File: src/rtl/rshift_seq_23.sv
// Sequential right shifter: one bit per cycle with guard/sticky capture.
// Result is held in DONE until the consumer handshakes with ready.
module rshift_seq_23 #(
  parameter int W  = 23,
  parameter int SW = 5
) (
  input  logic          clk,
  input  logic          rst_n,
  input  logic          start,
  input  logic [W-1:0]  num,
  input  logic [SW-1:0] shamt,
  input  logic          A1,
  input  logic          ready,
  output logic [W-1:0]  result,
  output logic          guard,
  output logic          sticky,
  output logic          valid,
  output logic          busy
);

  typedef enum logic [1:0] {
    IDLE  = 2'd0,
    SHIFT = 2'd1,
    DONE  = 2'd2
  } state_t;

  localparam logic [SW-1:0] ONE = SW'(1);

  state_t        state, state_d;
  logic [W-1:0]  data_q, data_d;
  logic [SW-1:0] cnt_q, cnt_d;
  logic          fill_q, fill_d;
  logic          guard_q, guard_d;
  logic          sticky_q, sticky_d;

  always_ff @(posedge clk or negedge rst_n) begin
    if (!rst_n) begin
      state    <= IDLE;
      data_q   <= '0;
      cnt_q    <= '0;
      fill_q   <= 1'b0;
      guard_q  <= 1'b0;
      sticky_q <= 1'b0;
    end else begin
      state    <= state_d;
      data_q   <= data_d;
      cnt_q    <= cnt_d;
      fill_q   <= fill_d;
      guard_q  <= guard_d;
      sticky_q <= sticky_d;
    end
  end

  always_comb begin
    state_d  = state;
    data_d   = data_q;
    cnt_d    = cnt_q;
    fill_d   = fill_q;
    guard_d  = guard_q;
    sticky_d = sticky_q;
    unique case (1'b1)
      (state == IDLE): begin
        if (start) begin
          data_d   = num;
          cnt_d    = shamt;
          fill_d   = A1;
          guard_d  = 1'b0;
          sticky_d = 1'b0;
          state_d  = (shamt == '0) ? DONE : SHIFT;
        end
      end
      (state == SHIFT): begin
        data_d   = {fill_q, data_q[W-1:1]};
        guard_d  = data_q[0];
        sticky_d = sticky_q | guard_q;
        // counter saturates at zero; last shift happens on the 1->0 step
        if (cnt_q != '0) cnt_d = cnt_q - ONE;
        if (cnt_q <= ONE) state_d = DONE;
      end
      (state == DONE): begin
        if (ready) state_d = IDLE;
      end
      default: state_d = IDLE;
    endcase
  end

  assign result = data_q;
  assign guard  = guard_q;
  assign sticky = sticky_q;
  assign valid  = (state == DONE);
  assign busy   = (state != IDLE);

endmodule

File: config.mk
export PLATFORM = sky130hd
export DESIGN_NAME = rshift_seq_23
export DESIGN_NICKNAME = d
export VERILOG_FILES = /design/src/rtl/rshift_seq_23.sv
export SDC_FILE = /design/constraint.sdc
export NUM_CORES = 1
export LEC_CHECK = 0
export CORE_MARGIN = 3
export CORE_UTILIZATION = 55
export CTS_BUF_LIST = sky130_fd_sc_hd__clkbuf_2
export DETAILED_ROUTE_END_ITERATION = 6
export DONT_BUFFER_PORTS = 1
export PLACE_DENSITY = 0.8
export SYNTH_ARGS = -nofsm -noshare
export SYNTH_HDL_FRONTEND = slang
export SYNTH_SLANG_ARGS = --single-unit
File: constraint.sdc
create_clock -name clk -period 2.1 [get_ports clk]
set_input_delay 0.42 -clock clk [delete_from_list [all_inputs] [get_ports clk]]
set_output_delay 0.42 -clock clk [all_outputs]
set_load 0.02 [all_outputs]
==> flow_summary.ini <==
[critical_path]
reg2reg_to = cnt_q[1]
crit_path_end_kind = output pin
startpoint_type = flop
r2r-start = cnt_q[0]
cpLargestDelayFamily = flip-flops
worstPathRequired_ps = 1680
r2r_setup_slack_ps = 450
crit_slowest_cell = dfrtp_1
worstRegToRegCells = 5
cp_max_fo = 12
path_class = flop to output pin
crit_chain = nor2b_1
max_stage_delay_ps = 550
worstPathArrival_ps = 1350
path_buf_inv = 0

[floorplanning]
core_um2 = 2830
die_x_um = 61.3
initial_core_util_pct = 59.5
ios = 60
die_height_um = 61.3
die_area_um2 = 3760
placementRows = 19

[grt]
grtUsageMet3_pct = 8.81
track_usage_pct = 20.3
grt-ovfl-total = 0
antenna_found_initial = 0
grt_max_degree = 48
grt_pass1_vias = 1251
grt_first_pass_wirelength_mm = 5.53
met1_usage_pct = 24.5
grt_util_met2_pct = 31.7
top_usage_layer = met2

[synthesis]
synth_top_cells_by_area = dfrtp_1 49%, mux2i_1 15%, o21ai_0 7.4%
ys_dominant_reg_cell = dfrtp_1
syn_area_um2 = 1680
synth.yosys.seq_area_share_pct = 49.1
synth_top_area_cell = dfrtp_1
synth_warnings = 0
syn_inst = 169
async_reset_ff_share_pct = 100
ys_seq_elements = 33
ys_types = 36
yosys.area.top_type_share_pct = 49.1
synth_enable_flop_cells = 0
syn_nets = 204
syn_area_per_cell_um2 = 9.96

[timing]
finClkSkew_ps = 10.1
max_freq_ghz = 0.565
slew_violations = 0
post-route-period-util_pct = 84.2
layout_min_cycle_time_ps = 1770
maxSlewHeadroom_pct = 64.9
hold_violations = 0
setup_violations = 0
tightest_slew_ps = 525
rsz0062_at_grt = false
timing.setup.tns_ps = 0

[clocking]
cts_buffer_depth = 2
cts_tree = yes
clk_latency_ps = 360
cts.sinks = 33
root_buffer = clkbuf_2
cts_made_buffers = 5
htreeDepth = 2
clk_pin_slew_ps = 150
cts_resized = 0

[layout]
diodes = 0
utilization_pct = 62.8
final_nets = 205
drive_above_1_share_pct = 8.19
synthToLayoutAreaGrowth_pct = 5.58

[drt]
postRouteAntennaNets = 0
first_pass_iters = 4
num_vias = 1245
drt_wl_total_mm = 3.48
wire_per_inst_um = 17.2
drc = 0
via_per_inst = 6.16
drt_iter0_drc = 55

[power_and_ir_drop]
leakagePower_nw = 0.791
vdd.ir_drop.worst_v = 0.00104
powerDensity_nw_per_um2 = 1850

[hold_path]
min_path_cells = 2
min_to = fill_q
min_path_type = input pin to flop
hp-start = A1

[placed_design]
port_buffers = 0
gp_congestion = 0.868
dp_hpwl_mm = 2.47

[status]
status = complete, no violations

[job]
maxCapViolCount = 0
==> metrics by stage <==
step                worst slack, ps  cells  instance area (um^2)  power, mW  hold slack [ps]
global route                    223    202                  1780       3.58              125
floorplan                       677    169                  1680       2.64              124
detailed placement              474    192                  1680       2.89              125
CTS                             327    202                  1780       3.31              149
finish                          331    202                  1780       3.29              161
global placement                627    192                  1680       2.80              125
==> registers in the layout (all words and copies together) (netlist names) <==
register and flops:
fill_q 1, sticky 1, guard 1, result 23
state 2, cnt_q 5
==> area by class of cell <==
type                    count  area (um^2)
inverters                   3         11.3
fillers                   242         1050
flip-flops and latches     33          826
multi-input cells         122          785
repair buffers              5         52.6
well taps                  31         38.8
clock inverters             2         33.8
clock buffers               6         30.0
==> power breakdown <==
part	switching, mW	internal, mW
logic	0.683	0.577
registers	0.667	0.958
clock network	0.206	0.203
==> per-layer routing <==
layer,wire [um],vias up
met1,1440,582
met4,62,0
li1,-,593
met5,0,-
met3,337,8
met2,1650,62
==> logic make-up (layout without fill, tap and decap cells) <==
| group | Yosys count | in the layout | synth area share, % |
|---|---|---|---|
| flops | 33 | 33 | 49.1 |
| fa+ha+maj | 2 | 2 | 1.49 |
| buf+inv | 14 | 16 | 4.54 |
| simple gates | 52 | 52 | 14.8 |
| mux | 25 | 25 | 14.9 |
| compound gates | 43 | 43 | 15.2 |
==> repair_timing <==
action                    in CTS  in global routing
setup buffers                  0                  0
hold buffers                   2                  0
hold endpoints to repair      33                  0
==> layout by cell type, fill, tap and decap left out, types with 2 or more instances in the layout <==
cell / n
a21oi_1: 3
mux2i_1: 25
o21ai_0: 25
nor2_1: 5
dfrtp_1: 33
nand3_1: 3
clkbuf_2: 6
buf_4: 3
nor3_1: 3
nand2_1: 27
o21a_1: 2
nor3b_1: 2
nor2b_1: 3
nand2b_1: 2
ha_1: 2
inv_1: 3
o211ai_1: 2
==> cell usage after synthesis, drive strengths merged (3+ instances only) <==
cell type and number:
nor2b 3, nand3 3, buf 7, o21ai 26, a21oi 3, dfrtp 33
clkbuf 4, nand2 27, nor2 5, inv 3, mux2i 25, nor3 3
==> worst max path at each step <==
stage,start,cells past startpoint,endpoint,slack [ps]
6_report,state[1],1,valid,330
5_1_grt,state[1],1,valid,220
4_1_cts,state[1],1,valid,330
3_5_place_dp,cnt_q[0],5,cnt_q[1],470
3_3_place_gp,cnt_q[0],5,cnt_q[1],630
2_1_floorplan,shamt[1],3,state[1],680
Note: power is estimated with default switching activity, not from simulation.
